## src/rtl/move_command_executor.sv

```systemverilog
// Rover move executor: latches a 12-bit move command, turns in place, pauses, then drives forward.
// Optional CMD_QUEUE_EN adds a one-deep holding register for commands that arrive while busy.
module move_command_executor #(
    parameter int unsigned TURN_TICKS  = 1350000,
    parameter int unsigned UNIT_TICKS  = 2700000,
    parameter int unsigned PAUSE_TICKS = 270000
) (
    input  logic        clock,
    input  logic        reset,
    input  logic        cmd_valid,
    input  logic [11:0] move_command,
    output logic        busy,
    output logic        move_done,
    output logic        cmd_error,
    output logic        cmd_dropped,
    output logic [1:0]  motor_left,
    output logic [1:0]  motor_right,
    output logic [2:0]  state
);

    typedef enum logic [2:0] {
        StIdle  = 3'd0,
        StTurn  = 3'd1,
        StPause = 3'd2,
        StDrive = 3'd3,
        StDone  = 3'd4
    } state_t;

    localparam logic [1:0]  MotStop   = 2'b00;
    localparam logic [1:0]  MotFwd    = 2'b01;
    localparam logic [1:0]  MotRev    = 2'b10;
    localparam logic [31:0] TurnLast  = 32'(TURN_TICKS - 1);
    localparam logic [31:0] UnitLast  = 32'(UNIT_TICKS - 1);
    localparam logic [31:0] PauseLast = 32'(PAUSE_TICKS - 1);

    state_t      r_state;
    logic [31:0] r_tick;
    logic [6:0]  r_step;
    logic [6:0]  r_dist;
    logic        r_busy;
    logic        r_move_done;
    logic        r_cmd_error;
    logic        r_cmd_dropped;
    logic [1:0]  r_motor_left;
    logic [1:0]  r_motor_right;

    logic [11:0] w_src;
    logic        w_accept;
    logic        w_drop;
    logic [4:0]  w_idx;
    logic [6:0]  w_dist;
    logic        w_illegal;

`ifdef CMD_QUEUE_EN
    logic [11:0] r_hold;
    logic        r_hold_valid;
    logic        w_capture;

    // A command strobed in DONE with an empty holding register is taken as if it had been held.
    assign w_src     = r_hold_valid ? r_hold : move_command;
    assign w_accept  = ((r_state == StIdle) && cmd_valid) ||
                       ((r_state == StDone) && (r_hold_valid || cmd_valid));
    assign w_capture = cmd_valid && !r_hold_valid &&
                       ((r_state == StTurn) || (r_state == StPause) || (r_state == StDrive));
    assign w_drop    = cmd_valid && r_hold_valid && (r_state != StIdle);
`else
    assign w_src    = move_command;
    assign w_accept = (r_state == StIdle) && cmd_valid;
    assign w_drop   = cmd_valid && (r_state != StIdle);
`endif

    assign w_idx     = w_src[11:7];
    assign w_dist    = w_src[6:0];
    assign w_illegal = (w_idx > 5'd23);

    always_ff @(posedge clock or negedge reset) begin
        if (!reset) begin
            r_state       <= StIdle;
            r_tick        <= '0;
            r_step        <= '0;
            r_dist        <= '0;
            r_busy        <= 1'b0;
            r_move_done   <= 1'b0;
            r_cmd_error   <= 1'b0;
            r_cmd_dropped <= 1'b0;
            r_motor_left  <= MotStop;
            r_motor_right <= MotStop;
`ifdef CMD_QUEUE_EN
            r_hold        <= '0;
            r_hold_valid  <= 1'b0;
`endif
        end else begin
            r_move_done   <= 1'b0;
            r_cmd_error   <= 1'b0;
            r_cmd_dropped <= w_drop;
`ifdef CMD_QUEUE_EN
            if (w_capture) begin
                r_hold       <= move_command;
                r_hold_valid <= 1'b1;
            end else if (w_accept && (r_state == StDone)) begin
                r_hold_valid <= 1'b0;
            end
`endif
            if (w_accept) begin
                r_dist <= w_dist;
                if (w_illegal) begin
                    r_state       <= StIdle;
                    r_cmd_error   <= 1'b1;
                    r_busy        <= 1'b0;
                    r_motor_left  <= MotStop;
                    r_motor_right <= MotStop;
                end else if (w_idx != 5'd0) begin
                    r_state       <= StTurn;
                    r_step        <= {2'b00, w_idx};
                    r_tick        <= TurnLast;
                    r_busy        <= 1'b1;
                    r_motor_left  <= MotFwd;
                    r_motor_right <= MotRev;
                end else if (w_dist != 7'd0) begin
                    r_state       <= StDrive;
                    r_step        <= w_dist;
                    r_tick        <= UnitLast;
                    r_busy        <= 1'b1;
                    r_motor_left  <= MotFwd;
                    r_motor_right <= MotFwd;
                end else begin
                    r_state       <= StDone;
                    r_move_done   <= 1'b1;
                    r_busy        <= 1'b0;
                    r_motor_left  <= MotStop;
                    r_motor_right <= MotStop;
                end
            end else begin
                unique case (r_state)
                    StIdle: begin
                        r_busy <= 1'b0;
                    end
                    // Step counter counts down turn steps; tick counter counts cycles per step.
                    StTurn: begin
                        if (r_tick == 32'd0) begin
                            if (r_step == 7'd1) begin
                                r_motor_left  <= MotStop;
                                r_motor_right <= MotStop;
                                if (r_dist != 7'd0) begin
                                    r_state <= StPause;
                                    r_tick  <= PauseLast;
                                end else begin
                                    r_state     <= StDone;
                                    r_move_done <= 1'b1;
                                    r_busy      <= 1'b0;
                                end
                            end else begin
                                r_step <= r_step - 7'd1;
                                r_tick <= TurnLast;
                            end
                        end else begin
                            r_tick <= r_tick - 32'd1;
                        end
                    end
                    StPause: begin
                        if (r_tick == 32'd0) begin
                            r_state       <= StDrive;
                            r_step        <= r_dist;
                            r_tick        <= UnitLast;
                            r_motor_left  <= MotFwd;
                            r_motor_right <= MotFwd;
                        end else begin
                            r_tick <= r_tick - 32'd1;
                        end
                    end
                    StDrive: begin
                        if (r_tick == 32'd0) begin
                            if (r_step == 7'd1) begin
                                r_state       <= StDone;
                                r_move_done   <= 1'b1;
                                r_busy        <= 1'b0;
                                r_motor_left  <= MotStop;
                                r_motor_right <= MotStop;
                            end else begin
                                r_step <= r_step - 7'd1;
                                r_tick <= UnitLast;
                            end
                        end else begin
                            r_tick <= r_tick - 32'd1;
                        end
                    end
                    StDone: begin
                        r_state       <= StIdle;
                        r_busy        <= 1'b0;
                        r_motor_left  <= MotStop;
                        r_motor_right <= MotStop;
                    end
                    default: begin
                        r_state       <= StIdle;
                        r_busy        <= 1'b0;
                        r_motor_left  <= MotStop;
                        r_motor_right <= MotStop;
                    end
                endcase
            end
        end
    end

    assign busy        = r_busy;
    assign move_done   = r_move_done;
    assign cmd_error   = r_cmd_error;
    assign cmd_dropped = r_cmd_dropped;
    assign motor_left  = r_motor_left;
    assign motor_right = r_motor_right;
    assign state       = r_state;

endmodule

```

## config.mk

```make
export PLATFORM = sky130hd
export DESIGN_NAME = move_command_executor
export DESIGN_NICKNAME = d
export VERILOG_FILES = /design/src/rtl/move_command_executor.sv
export SDC_FILE = /design/constraint.sdc
export NUM_CORES = 1
export LEC_CHECK = 0
export CELL_PAD_IN_SITES_DETAIL_PLACEMENT = 0
export CELL_PAD_IN_SITES_GLOBAL_PLACEMENT = 1
export CORE_MARGIN = 10
export CORE_UTILIZATION = 25
export DETAILED_ROUTE_END_ITERATION = 7
export PLACE_DENSITY_LB_ADDON = 0.1
export SYNTH_ARGS = -nofsm -noshare
export SYNTH_HDL_FRONTEND = slang
export SYNTH_SLANG_ARGS = --single-unit
```

## constraint.sdc

```tcl
create_clock -name clock -period 3.2 [get_ports clock]
set_input_delay 0.32 -clock clock [delete_from_list [all_inputs] [get_ports clock]]
set_output_delay 0.32 -clock clock [all_outputs]
set_load 0.02 [all_outputs]
```

# Yosys cells after proc, flatten, opt, wreduce, memory -nomap -nowiden
# Index checks and enable logic that the tools add are counted.
dict set report totals {
  register_bits 57
  latch_bits 0
  ram_bits 0
  rom_bits 0
  in_bits 15
  mem_count 0
}
dict set report op_classes {
  n_addsub 2
  multipliers 0
  n_div 0
  magnitude_cmp 1
  n_eq_ne 19
  shifts 0
  mux 63
  n_bitwise 0
  reduce_logical 16
}
# cell n
set op_table {}
lappend op_table {{two-way mux 32 bit} 10}
lappend op_table {{case mux 32 bit (3 select lines)} 1}
lappend op_table {{two-way mux 7 bit} 7}
lappend op_table {{logical NOT 32 bit} 1}
lappend op_table {{subtractor 32 x 1 -> 32 bit, second input constant} 1}
lappend op_table {{two-way mux 3 bit} 10}
lappend op_table {{two-way mux 1 bit} 23}
lappend op_table {{!= test 3 bit, second input constant} 7}
lappend op_table {{AND reduction 6 bit} 3}
lappend op_table {{two-way mux 2 bit} 7}
lappend op_table {{case mux 7 bit (2 select lines)} 1}
lappend op_table {{nonzero test 7 bit} 2}
lappend op_table {{case mux 3 bit (4 select lines)} 1}
lappend op_table {{!= test 3 x 1 -> 1 bit, second input constant} 3}
lappend op_table {{== test 7 x 1 -> 1 bit, second input constant} 1}
lappend op_table {{subtractor 7 x 1 -> 7 bit, second input constant} 1}
lappend op_table {{== test 3 x 2 -> 1 bit, second input constant} 2}
lappend op_table {{!= test 2 bit, second input constant} 3}
lappend op_table {{case mux 2 bit (3 select lines)} 1}
lappend op_table {{nonzero test 3 bit} 2}
lappend op_table {{greater-than comparator 5 bit, second input constant} 1}
lappend op_table {{!= test 5 bit, second input constant} 1}
lappend op_table {{AND reduction 5 bit} 1}
lappend op_table {{nonzero test 5 bit} 1}
lappend op_table {{other kinds (9)} 10}

# Longest topological paths before layout
# Gate-level depths: netlist of the first run.
dict set report depth {
  word_depth 6
  depth_mapped 9
  ltp_nobuf 7
}

# Worst setup path after synthesis of the first run
# OpenSTA, ideal clock, no wires.
dict set report synth_path {
  path_type {reg2reg}
  start {register r_tick[26]}
  end {register r_tick[13]}
  arrival_time_ns 2.382
  slack_ns 0.678
  path_stages_with_launch 8
  n_path_buf 2
  period_less_slack_ns 2.522
  path_cell_list {dfrtp_1 > or4_4 > or4_4 > buf_6 > nor3_4 > buf_6 > a221oi_1 > a2bb2oi_1}
}
dict set report synth_between {
  elab_chain_len 4
  elab_cells_between_ends 9
  classes_between {eq/ne: 2; mux: 5; reduce/logical: 2}
}
# item line
set synth_rtl {}
lappend synth_rtl {{from (decl)} 37} ;# logic [31:0] r_tick;
lappend synth_rtl {{from (signal assigned)} 115} ;# r_tick <= TurnLast;
lappend synth_rtl {{from (signal assigned)} 122} ;# r_tick <= UnitLast;
lappend synth_rtl {{from (signal assigned)} 146} ;# r_tick <= PauseLast;
lappend synth_rtl {{logical NOT 32 bit *} {140, 161, 172}}
lappend synth_rtl {{two-way mux 32 bit (on tied branches)} {172, 140, 161}}
lappend synth_rtl {{case mux 32 bit (3 select lines)} 134} ;# unique case (r_state)
lappend synth_rtl {{two-way mux 32 bit} 104} ;# if (w_accept) begin
# Mark *: on every way between the ends. The rest lies on a longest branch, timed or not.
# A chain may end at the register's enable or synchronous reset.

# Worst setup path after layout of the first run
dict set report layout_path {
  start {register r_tick[26]}
  end {register r_tick[9]}
}
# Same word-level chain as after synthesis.

==> metrics.md, run 1 <==
| Metric | Value |
|---|---|
| Peak supply drop | `0.000216 V` |
| First-pass GRT wire length | `21,500 um` |
| Crit-path most repeated cell | `or4_4` |
| WP data arrival | `3.02 ns` |
| Total CTS buffers | `5` |
| RSZ-0062 raised after global routing | `false` |
| Critical Path Fanout Max | `10` |
| Seq/Total Area, Yosys | `0.379` |
| Initial antenna violation count | `0` |
| Storage element area | `1400 um^2` |
| F_max | `351 MHz` |
| Setup CP Type | `flip-flop to flip-flop` |
| Routed vias/inst | `5.51` |
| Chip Width | `142 um` |
| Largest area contributor in the netlist | `dfrtp_1` |
| Resized cells post-CTS | `0` |
| Top-count cell post-synth | `dfrtp_1` |
| Die Y | `142 um` |
| Insertion delay to the later sink of the worst-skew pair | `0.31 ns` |
| Hold Path Class | `flip-flop to flip-flop` |
| Setup Skew | `0.00672 ns` |
| Synth Area in Simple Gates | `0.228` |
| # setup viols final | `0` |
| Dominant synthesized flop cell | `dfrtp_1` |
| Root buffer cell | `clkbuf_16` |
| Vias in the first global route | `3,543` |
| Combined area of the multi-input logic cells | `2060 um^2` |
| Mux cell area share after synthesis | `0.0173` |
| Synth top area cells | `dfrtp_1, nand2_1, a221oi_1, nor2_1, a21oi_1` |
| Detailed Routing Iterations Pass 1 | `5` |
| Post-DRT Antenna Nets | `0` |
| FF+latch count, synth | `56` |
| Slew @ Worst Pin | `0.787 ns` |
| Routed vias | `3,477` |
| Design Power | `1920 uW` |
| Ant diodes | `0` |
| Main combinational cell family by area after synthesis | `compound AO/OA/AOI/OAI gates` |
| Delay-heaviest family, CP | `simple AND/OR/NAND/NOR gates` |
| CP bufs+invs | `1` |
| Synth Cell Area | `3700 um^2` |
| Drt total wl | `13,300 um` |
| Hold-fix buffers, CTS | `1` |
| Largest net degree at the start of global routing | `38` |
| Clock-pin slew on the worst setup and hold paths | `0.08 ns` |
| Complex-gate fraction of the synthesized area | `0.290` |
| Fin crit share | `0.891` |
| Final HPWL DP | `9600 um` |
| Overall Global Routing Usage | `0.136` |
| Final setup TNS | `0 ns` |
| Post-synthesis xor/xnor area fraction | `0.00474` |
| PD cells | `429 nW/um^2` |
| Mean post-synth cell area | `9.11 um^2` |
| Tmin final | `2.85 ns` |
| CP startpoint kind | `flip-flop` |
| DIE AREA | `20,100 um^2` |
| Post-Synth Adder-Cell Area | `0.0102` |
| Gate Count Post-Synth | `406` |
| Unique masters post-synth | `74` |
| Starting density of the core | `0.254` |
| Headroom to the max-slew limit | `0.473` |
| Final hold vios | `0` |
| Post-CTS Setup Inserts | `0` |
| Nets | `464` |
| Worst EP required | `3.37 ns` |
| Number of fillers in the final layout | `1,550` |
| Final Wtd Congestion | `0.793` |
| Core Box Area | `14,500 um^2` |
| Synth warnings | `0` |
| Worst slack at placement | `0.340 ns` |
| Area growth syn-to-layout | `20.9%` |
| Number of remaining DRC errors | `0` |
| Share of cells above drive strength 1 | `0.168` |
| CTS tree | `done` |
| Grt ovf | `0` |
| Fin worst setup slack | `0.350 ns` |
| H-tree depth | `2` |
| Highest-delay cell along the critical path | `or4_4` |
| Mapped Nets | `424` |
| CTS sink count | `56` |
| I/O pins | `26` |
| Post-synth top area share | `0.379` |
| Lkg Pwr | `0.00181 uW` |
| Max_cap viols | `0` |
| Clk buf depth | `2` |
| Port bufs | `24` |
| Synth cell count leaders | `dfrtp_1, nand2_1, nor2_1` |
| Initial DRC Count | `267` |
| Cell Chain, Critical Path | `or4_4 -> or4_4 -> nor3_4 -> buf_4 -> a221oi_1 -> a2bb2oi_1` |
| Row count | `44` |
| Fin. max-slew vios | `0` |
| Worst path max stage delay | `0.62 ns` |
| Ys async rst share | `1.00` |
| Status | `completed` |
| Post-synth EDFFs | `0` |
| Post-DR wirelength/cell | `21.0 um` |
| Crit path capture type | `flip-flop` |
-- sequential cells by signal (all words and copies together), names as in the netlist --
name / count
move_done: 1
motor_right: 2
motor_left: 1
state: 3
cmd_dropped: 1
busy: 1
r_tick: 32
cmd_error: 1
r_dist: 7
r_step: 7
-- power breakdown --
part / switching, uW / internal, uW / leakage [uW]
clock network: 298 / 529 / 0.000104
registers: 92.4 / 775 / 0.000649
logic: 119 / 102 / 0.00105
total: 510 / 1410 / 0.00181
-- cells by family (layout without fill, tap and decap cells) --
logic type,Yosys count,after routing
adder cells (fa/ha/maj),3,3
flip-flops,56,56
AND/OR/NAND/NOR,154,154
multiplexers,6,6
XOR/XNOR,2,2
other,1,1
AO/OA/AOI/OAI,138,138
buffers and inverters,46,87
-- path summary, 6_finish.rpt --
| check | cells past startpoint | endpoint | slack [ns] | startpoint |
|---|---|---|---|---|
| min in group asynchronous | 2 | cmd_dropped$_DFF_PN0_ | 0.49 | reset |
| setup / recovery | 6 | r_tick[9]$_DFFE_PN0P_ | 0.35 | r_tick[26]$_DFFE_PN0P_ |
| setup reg to reg | 6 | r_tick[9]$_DFFE_PN0P_ | 0.35 | r_tick[26]$_DFFE_PN0P_ |
| max in group asynchronous | 3 | r_tick[14]$_DFFE_PN0P_ | 1.78 | reset |
| hold / removal | 1 | r_tick[14]$_DFFE_PN0P_ | 0.47 | r_tick[14]$_DFFE_PN0P_ |
| hold reg to reg | 1 | r_tick[14]$_DFFE_PN0P_ | 0.47 | r_tick[14]$_DFFE_PN0P_ |
-- routing by layer --
metal	global-route usage	share of wire
met1	0.197	0.51
met2	0.197	0.43
met3	0.0264	0.044
met4	0.0382	0.015
met5	0	0
-- cell type report --
type	instances	area share
Inverter	22	0.0185
Clock inverter	3	0.0201
Clock buffer	5	0.0280
Tap cell	184	0.0515
Timing Repair Buffer	57	0.109
Sequential cell	56	0.313
Multi-Input combinational cell	304	0.460
-- worst register-to-register path: cells and delay by family, from the launching register on --
kind | cells | cell delay, ns
DFF | 1 | 0.41
and+or+nand+nor | 3 | 1.73
AOI/OAI and AO/OA | 2 | 0.28
buffers and inverters | 1 | 0.29
-- through the flow --
| stage | utilization | instance area, um^2 | instances | hold slack, ns |
|---|---|---|---|---|
| 6_report | 0.308 | 4470 | 631 | 0.467 |
| 3_5_place_dp | 0.292 | 4250 | 622 | 0.309 |
| 4_1_cts | 0.308 | 4470 | 631 | 0.470 |
| 5_1_grt | 0.308 | 4470 | 631 | 0.490 |
| 2_1_floorplan | - | 3700 | 406 | 0.0244 |
| 3_3_place_gp | 0.292 | 4250 | 622 | 0.317 |
-- placed cells by master, fill, tap and decap left out, types with 4 or more instances in the layout --
cell type and n:
dfrtp_1 56, nand2_1 41, buf_4 32, nor2_1 25
clkdlybuf4s50_1 23, inv_1 22, a21oi_1 17, nand3_1 17
a221oi_1 14, o21ai_0 13, a31oi_1 11, nor4_1 9
nor3_1 9, o211ai_1 9, nand4_1 7, a2bb2oi_1 7
o31ai_1 7, a211oi_1 6, o31a_1 5, and3_1 5
clkbuf_16 5, or3_1 4, nor2b_1 4, and2_1 4
a22o_1 4, o32a_1 4, o22ai_1 4
Note: power is estimated with default switching activity, not from simulation.
==> run 2: changes to the inputs <==
Settings changed: TNS_END_PERCENT from default to 50.
==> results of run 2 <==
Same layout as run 1: the final DEF is identical, and so are final timing and power.
==> run 3: changes to the inputs <==
Settings changed: CORE_MARGIN 10 to default.
==> metrics.md, run 3 (synthesis gave the netlist of run 1 again) <==
| Metric | Value |
|---|---|
| CP startpoint kind | `flip-flop` |
| I/O pins | `26 (unchanged)` |
| # setup viols final | `0 (unchanged)` |
| Grt ovf | `0 (unchanged)` |
| Number of remaining DRC errors | `0 (unchanged)` |
| Final Wtd Congestion | `0.801 (+1.0%)` |
| Share of cells above drive strength 1 | `0.158 (-0.0101)` |
| Hold Path Class | `flip-flop to flip-flop` |
| CTS tree | `done` |
| Initial DRC Count | `233 (-13%)` |
| Worst EP required | `3.39 ns (+0.02 ns)` |
| Lkg Pwr | `0.00176 uW (-2.7%)` |
| Total CTS buffers | `5 (unchanged)` |
| Starting density of the core | `0.255 (+0.000967)` |
| Reg2reg start | `r_tick[16]$_DFFE_PN0P_` |
| Tmin final | `2.75 ns (-0.0983 ns)` |
| Port bufs | `24 (unchanged)` |
| RSZ-0062 raised after global routing | `false` |
| Fin util | `0.303 (-0.00514)` |
| Drt total wl | `13,100 um (-1.1%)` |
| Commonest cells after routing, fill and taps aside | `dfrtp_1, nand2_1, buf_4` |
| Final HPWL DP | `9410 um (-2.0%)` |
| CP bufs+invs | `0 (-1)` |
| Ant diodes | `0 (unchanged)` |
| Insertion delay to the later sink of the worst-skew pair | `0.31 ns (about the same)` |
| PD cells | `390 nW/um^2 (-8.9%)` |
| Post-DR wirelength/cell | `20.9 um (-0.62%)` |
| Status | `completed` |
| First-pass GRT wire length | `20,900 um (-2.8%)` |
| Cell Chain, Critical Path | `or4_1 -> or3_1 -> or4_2 -> a221oi_1 -> mux2i_1` |
| CP startpoint | `r_tick[16]$_DFFE_PN0P_` |
| Clk buf depth | `2 (unchanged)` |
| Placed Cells | `619 (-0.48%)` |
| Setup Skew | `0.00360 ns (-0.00311 ns)` |
| WP data arrival | `2.94 ns (-0.08 ns)` |
| Routed vias/inst | `5.56 (+0.85%)` |
| Storage element area | `1400 um^2 (unchanged)` |
| Chip Width | `124 um (-13%)` |
| Initial antenna violation count | `0 (unchanged)` |
| F_max | `363 MHz (+3.6%)` |
| Detailed Routing Iterations Pass 1 | `5 (unchanged)` |
| Routed vias | `3,490 (+0.37%)` |
| Fin cells | `628 (-0.48%)` |
| Fin crit share | `0.860 (-0.0307)` |
| Die Y | `124 um (-13%)` |
| Core Box Area | `14,500 um^2 (-0.38%)` |
| Final setup TNS | `0 ns (unchanged)` |
| Area growth syn-to-layout | `18.5%` |
| Largest regs | `r_tick (32), r_dist (7), r_step (7)` |
| Delay-heaviest family, CP | `simple AND/OR/NAND/NOR gates` |
| Vias in the first global route | `3,450 (-2.6%)` |
| Slew @ Worst Pin | `0.860 ns (+0.0732 ns)` |
| Commonest non-fill, non-tap cell in the layout | `dfrtp_1` |
| Worst path max stage delay | `0.63 ns (about the same)` |
| Max reg flops | `32 (unchanged)` |
| Final hold vios | `0 (unchanged)` |
| Fin. max-slew vios | `0 (unchanged)` |
| Overall Global Routing Usage | `0.186 (+0.0499)` |
| Clock-pin slew on the worst setup and hold paths | `0.08 ns (about the same)` |
| Combined area of the multi-input logic cells | `2060 um^2 (unchanged)` |
| DIE AREA | `15,300 um^2 (-24%)` |
| CTS sink count | `56 (unchanged)` |
| H-tree depth | `2 (unchanged)` |
| Worst slack at placement | `0.390 ns (+0.0500 ns)` |
| Critical Path Fanout Max | `7 (-3)` |
| Largest net degree at the start of global routing | `36 (-5.3%)` |
| Crit path capture type | `flip-flop` |
| Headroom to the max-slew limit | `0.424 (-0.0490)` |
| Number of fillers in the final layout | `1,558 (+0.52%)` |
| Most flops, register | `r_tick` |
| Worst Hold Launch | `r_tick[14]$_DFFE_PN0P_` |
| Nets | `461 (-0.65%)` |
| Fin worst setup slack | `0.449 ns (+0.0983 ns)` |
| Peak supply drop | `0.000188 V (-13%)` |
| Area post-placement | `4220 um^2 (-0.53%)` |
| Resized cells post-CTS | `0 (unchanged)` |
| Highest-delay cell along the critical path | `or4_1` |
| Row count | `44 (unchanged)` |
| Root buffer cell | `clkbuf_16` |
| Post-DRT Antenna Nets | `0 (unchanged)` |
| Setup CP Type | `flip-flop to flip-flop` |
| Final instance area | `4380 um^2 (-2.0%)` |
| Max_cap viols | `0 (unchanged)` |
## run 3: changes by cell type in the layout (fill, tap and decap cells not counted)
| cell | previous run | this run |
|---|---|---|
| buf_4 | 32 | 29 |
| clkbuf_1 | 0 | 2 |
| clkbuf_8 | 0 | 1 |
| bufinv_16 | 3 | 0 |
## run 3: final timing paths
check | to | slack (ns) | cells past startpoint
max in group asynchronous | r_tick[4]$_DFFE_PN0P_ | 1.77 | 3
setup reg to reg | r_tick[28]$_DFFE_PN0P_ | 0.45 | 5
hold / removal | r_tick[14]$_DFFE_PN0P_ | 0.48 | 1
min in group asynchronous | state[2]$_DFFE_PN0P_ | 0.52 | 2
hold reg to reg | r_tick[14]$_DFFE_PN0P_ | 0.48 | 1
setup / recovery | r_tick[28]$_DFFE_PN0P_ | 0.45 | 5
## run 3: area by class of cell
| cell class | count | share of cell area |
|---|---|---|
| multi-input cells | 304 | 0.470 |
| repair buffers | 54 | 0.106 |
| inverters | 22 | 0.0189 |
| flip-flops and latches | 56 | 0.320 |
| well taps | 184 | 0.0526 |
| clock buffers | 8 | 0.0334 |
## run 3: power breakdown
group / total, uW / internal (uW) / switching (uW)
sequential: 867 / 775 / 91.9
clock: 618 / 315 / 303
combinational: 225 / 104 / 121
total: 1710 / 1190 / 516
## run 3: metal layers
layer,vias up,wire length (um),global-route usage
li1,1642,-,-
met1,1776,6670,0.271
met2,68,5990,0.286
met3,4,399,0.0288
met4,0,77,0.0399
met5,-,0,0
## run 3: worst register-to-register path, cell delays in order (launching register included)
cell	delay, ns
dfrtp_1	0.44
or4_1	0.63
or3_1	0.57
or4_2	0.60
a221oi_1	0.28
mux2i_1	0.11
## run 3: stage by stage
| step | hold slack, ns | power (uW) |
|---|---|---|
| after floorplan | 0.0244 | 998 |
| after global placement | 0.330 | 1100 |
| after detailed placement | 0.338 | 1100 |
| after CTS | 0.479 | 1730 |
| after global routing | 0.495 | 1800 |
| final | 0.476 | 1710 |
## run 3: repair_timing
item | CTS | global route
buffers inserted | 0 | 0
endpoints found under the hold margin | 6 | 0
setup endpoints to repair | 0 | 0
hold buffers | 1 | 0
==> variant 1, RTL diff (config.mk and constraints of run 3) <==
Reset style: synchronous (`reset`), changed in one clocked block.
--- a/src/rtl/move_command_executor.sv
+++ b/src/rtl/move_command_executor.sv
@@ -73,7 +73,7 @@
     assign w_dist    = w_src[6:0];
     assign w_illegal = (w_idx > 5'd23);
 
-    always_ff @(posedge clock or negedge reset) begin
+    always_ff @(posedge clock) begin
         if (!reset) begin
             r_state       <= StIdle;
             r_tick        <= '0;
Behaviour: differs if reset is asserted again (counterexample within 4 cycles, from zero or initial values and one cycle with reset low); with reset held inactive, the same outputs for 10 cycles.
==> variant 1 against run 3 <==
Die area is 9.6% lower; core utilization is 1.4 points higher; sequential share of layout area down 4.3 points; wire length fell by 7.2%; sequential cell count stayed put; cell count increased by 2.7%; worst hold slack got worse by 0.012 ns; design area decreased by 7.5%; synthesized area is 9.8% lower; count of clock-buffer cells in the layout is 3 lower; setup slack got worse by 0.17 ns; critical endpoint is now r_tick[30]; largest cell class unchanged.
Power is not compared: it rests on default switching activity, and its combinational part moved more than twofold at a synthesized area within 25%.
==> variant 1: results (changes against run 3) <==
Status = finished, final reports clean (unchanged)
Share of cells above drive strength 1 = 11.0% (was 15.8%)
Post-Syn Area per Cell = 7.58 um^2 (was 9.11 um^2)
Critical hold path startpoint = motor_right[0] (was r_tick[14])
Overall routing resource usage = 17.9% (was 18.6%)
First-pass GRT wire length = 19,300 um (was 20,900 um)
Worst hold path depth = 2 (was 1)
Post-Route WL = 12,200 um (was 13,100 um)
Max stage delay on crit path = 0.66 ns (was 0.63 ns)
FF-to-FF path depth = 7 (was 5)
Number of fill cells in the layout = 1,388 (was 1,558)
Top post-synthesis cells by area = dfxtp_1 (34%), a21oi_1 (6.5%), a211oi_1 (5.0%), o21ai_0 (4.7%), nand2_1 (4.6%) (was dfrtp_1 (38%), nand2_1 (4.2%), a221oi_1 (3.3%), nor2_1 (2.5%), a21oi_1 (2.3%))
Hpwl dp = 8830 um (was 9410 um)
Vias in the first global route = 3,315 (was 3,450)
Slew @ Worst Pin = 0.862 ns (was 0.860 ns)
R2R setup slack = 0.28 ns (was 0.45 ns)
Wl on met1 = 6080 um (was 6670 um)
GPL Wtd Cong = 0.801 (about the same)
Post-synth ARST share = 0% (was 100%)
WL met2 = 5280 um (was 5990 um)
Commonest cells post-synth = dfxtp_1 (56), a21oi_1 (43), nand2_1 (41), nor2_1 (41), o21ai_0 (31) (was dfrtp_1 (56), nand2_1 (41), nor2_1 (25), inv_1 (22))
Via count = 3,509 (was 3,490)
WP data arrival = 3.14 ns (was 2.94 ns)
Pin count of the biggest net entering global routing = 22 (was 36)
Seq/Total Area, Yosys = 33.6% (was 37.9%)
Pre-CTS setup slack = 0.262 ns (was 0.390 ns)
Initial DRC count = 298 (was 233)
Min-Delay Endpoint = motor_right[0] (was r_tick[14])
CP Max Fanout = 13 (was 7)
Syn nets = 458 (was 424)
Distinct cells, synth = 59 (was 74)
Clock skew = 0.0133 ns (was 0.00360 ns)
Routed met3 length = 726 um (was 399 um)
Cells after DPL = 637 (was 619)
Reg2reg end = r_tick[30] (was r_tick[28])
Layout net count = 490 (was 461)
variant 1: worst max-delay path by stage:
stage                       to  slack [ns]  cells past startpoint
floorplan            r_tick[3]        0.40                      9
global placement      state[1]        0.29                      7
detailed placement    state[1]        0.26                      7
CTS                   state[1]        0.25                      7
global route          state[1]        0.11                      7
finish              r_tick[30]        0.28                      7
variant 1: worst register-to-register path: stages (launching register included):
cell,delay (ns)
dfxtp_1,0.34
or4_1,0.66
or4_1,0.54
or4_4,0.60
o22ai_4,0.14
buf_4,0.23
a21oi_1,0.06
a211oi_1,0.24
variant 1: cell type report:
class	instances	share of cell area [%]
Inverter	10	0.926
Multi-Input combinational cell	344	50.3
Clock inverter	3	1.05
Tap cell	172	5.31
Timing Repair Buffer	55	11.7
Sequential cell	56	27.7
Clock buffer	5	3.09
variant 1: logic make-up after synthesis:
kind of cell             synth area share, %
AO/OA/AOI/OAI                           27.3
XOR/XNOR                                3.15
adder cells (fa/ha/maj)                 1.13
buffers and inverters                   5.48
flip-flops                              33.6
multiplexers                           0.300
other                                  0.112
AND/OR/NAND/NOR                         28.9
variant 1: timing repair:
item                                   4_1_cts  5_1_grt
endpoints found under the hold margin        0        0
gates resized for setup                      0        2
setup endpoints to repair                    0        1
variant 1: stage by stage:
step           cell area, um^2  hold slack [ns]
6_report                  4050            0.464
5_1_grt                   4050            0.508
4_1_cts                   4050            0.466
3_5_place_dp              3880            0.455
3_3_place_gp              3880            0.450
2_1_floorplan             3340            0.446
variant 1: routing by layer:
metal,vias to the layer above,GRT usage (%)
li1,1716,-
met1,1671,26.0
met2,114,26.8
met3,8,3.83
met4,0,4.33
met5,-,0
variant 1: power groups by stage:
stage	Sequential (mW)	Combinational, mW	Clock (mW)
after floorplan	1.11	1.81	0
after global placement	1.14	2.69	0
after detailed placement	1.14	2.65	0
after CTS	1.13	2.67	0.680
after global routing	1.17	2.94	0.709
final	1.13	2.68	0.660
==> variant 2, RTL diff (config.mk and constraints of run 3) <==
Made on the original files. The option `CMD_QUEUE_EN` is turned on by a define.
--- a/src/rtl/move_command_executor.sv
+++ b/src/rtl/move_command_executor.sv
@@ -1,5 +1,7 @@
 // Rover move executor: latches a 12-bit move command, turns in place, pauses, then drives forward.
 // Optional CMD_QUEUE_EN adds a one-deep holding register for commands that arrive while busy.
+`define CMD_QUEUE_EN
+
 module move_command_executor #(
     parameter int unsigned TURN_TICKS  = 1350000,
     parameter int unsigned UNIT_TICKS  = 2700000,
Function: changed (Yosys sat finds a counterexample within 4 cycles, from zero or initial values and one cycle with reset low).
==> variant 2 against run 3 <==
Sequential cell count increased by 13; worst hold slack got worse by 0.33 ns; synthesized area is 11% higher; first-iteration DRC count is 34% lower; maximum frequency is 0.26% lower; wire length down 3.8%; setup slack worse by 0.0071 ns; sequential share of layout area rose by 2.6 points; design area increased by 14%.
Power is not compared: it rests on default switching activity, and its combinational part moved more than twofold at a synthesized area within 25%.
==> variant 2: results (changes against run 3) <==
Status = finished, final reports clean (unchanged)
Seq/Total Area, Yosys = 42.0% (was 37.9%)
Initial DRC count = 154 (was 233)
GPL Wtd Cong = 0.751 (was 0.801)
Share of cells above drive strength 1 = 17.2% (was 15.8%)
Cells after DPL = 677 (was 619)
Drt pass-1 iters = 4 (was 5)
Skew-Pair Late Insertion Delay = 0.34 ns (was 0.31 ns)
Vias in the first global route = 3,582 (was 3,450)
Max stage delay on crit path = 0.42 ns (was 0.63 ns)
Syn nets = 451 (was 424)
Root Driver = clkbuf_16 (unchanged)
CTS Buf Count = 9 (was 5)
Commonest cells post-synth = dfrtp_1 (69), nand2_1 (40), nor2_1 (38), nor3_1 (32), a21oi_1 (28) (was dfrtp_1 (56), nand2_1 (41), nor2_1 (25), inv_1 (22))
Type of the tightest min-delay check = input pin to async pin (was register to register)
Slew @ Worst Pin = 0.980 ns (was 0.860 ns)
Placed cell area = 4680 um^2 (was 4220 um^2)
Top post-synthesis cells by area = dfrtp_1 (42%), mux2_2 (4.7%), nor3_1 (3.9%), nand2_1 (3.7%), o31ai_1 (3.7%) (was dfrtp_1 (38%), nand2_1 (4.2%), a221oi_1 (3.3%), nor2_1 (2.5%), a21oi_1 (2.3%))
Clock skew = 0.00789 ns (was 0.00360 ns)
Pin count of the biggest net entering global routing = 70 (was 36)
First-pass GRT wire length = 20,400 um (was 20,900 um)
Cells after synthesis = 433 (was 406)
Crit path max-delay cell type = o21ai_0 (was or4_1)
DR WL/cell = 18.2 um (was 20.9 um)
Distinct cells, synth = 69 (was 74)
Vias per cell = 5.12 (was 5.56)
Overall routing resource usage = 16.1% (was 18.6%)
Largest regs = r_tick x32, r_hold x12 (was r_tick x32, r_dist x7, r_step x7)
H-Tree Depth = 3 (was 2)
Hpwl dp = 8730 um (was 9410 um)
CP Max Fanout = 9 (was 7)
WP data arrival = 2.96 ns (was 2.94 ns)
## variant 2: power groups by stage
stage          Clock (mW)  Sequential, mW  Combinational, mW
3_5_place_dp            0            1.46               1.49
5_1_grt              1.09            1.50               1.64
2_1_floorplan           0            1.43              0.958
4_1_cts              1.06            1.45               1.50
3_3_place_gp            0            1.46               1.49
6_report             1.02            1.46               1.48
## variant 2: worst paths after layout
path,from,slack (ns),cells after the start,to
worst max register to register,r_tick[0],0.44,10,r_tick[10]
worst min register to register,motor_left[0],0.49,1,motor_left[0]
worst max-delay path,r_tick[0],0.44,10,r_tick[10]
min in group clock,motor_left[0],0.49,1,motor_left[0]
max in group asynchronous,reset,2.43,1,motor_left[0]
worst min-delay path,reset,0.14,1,r_tick[19]
## variant 2: metrics by stage
step | setup WS, ns | total power [mW]
after floorplan | 0.787 | 2.39
after detailed placement | 0.395 | 2.95
after global routing | 0.171 | 4.23
after global placement | 0.456 | 2.95
after CTS | 0.375 | 4.01
final | 0.441 | 3.96
## variant 2: per-layer routing
metal	share of wire (%)	vias to the layer above	routed length (um)	global-route usage, %
met5	0	-	0	0
met4	0.99	0	125	5.13
met3	2.8	9	359	3.16
met2	45	50	5710	24.5
met1	51	1773	6440	22.9
li1	-	1719	-	-
## variant 2: area by class of cell
| class | instances | area [um^2] |
|---|---|---|
| inverter | 9 | 33.8 |
| clock buffer | 9 | 225 |
| fill | 1700 | 11000 |
| tap | 216 | 270 |
| clock inverter | 7 | 76.3 |
| sequential | 69 | 1730 |
| timing repair buffer | 51 | 453 |
| multi-input combinational | 332 | 2200 |
## variant 2: cell families after synthesis
kind of cell / after synthesis / synth area share [%]
other: 1 / 0.0913
buffers and inverters: 32 / 4.48
DFF: 69 / 42.0
adders and majority gates: 3 / 0.914
xor gates and xnor gates: 3 / 0.640
AOI/OAI and AO/OA: 139 / 22.9
and+or+nand+nor: 156 / 21.1
muxes: 30 / 7.83
## variant 2: worst register-to-register path: cells and delay by family, from the launching register on
kind            cells  cell delay, ns
fa+ha+maj           1            0.26
simple gates        4            0.89
buf+inv             3            0.47
flops               1            0.41
compound gates      2            0.59
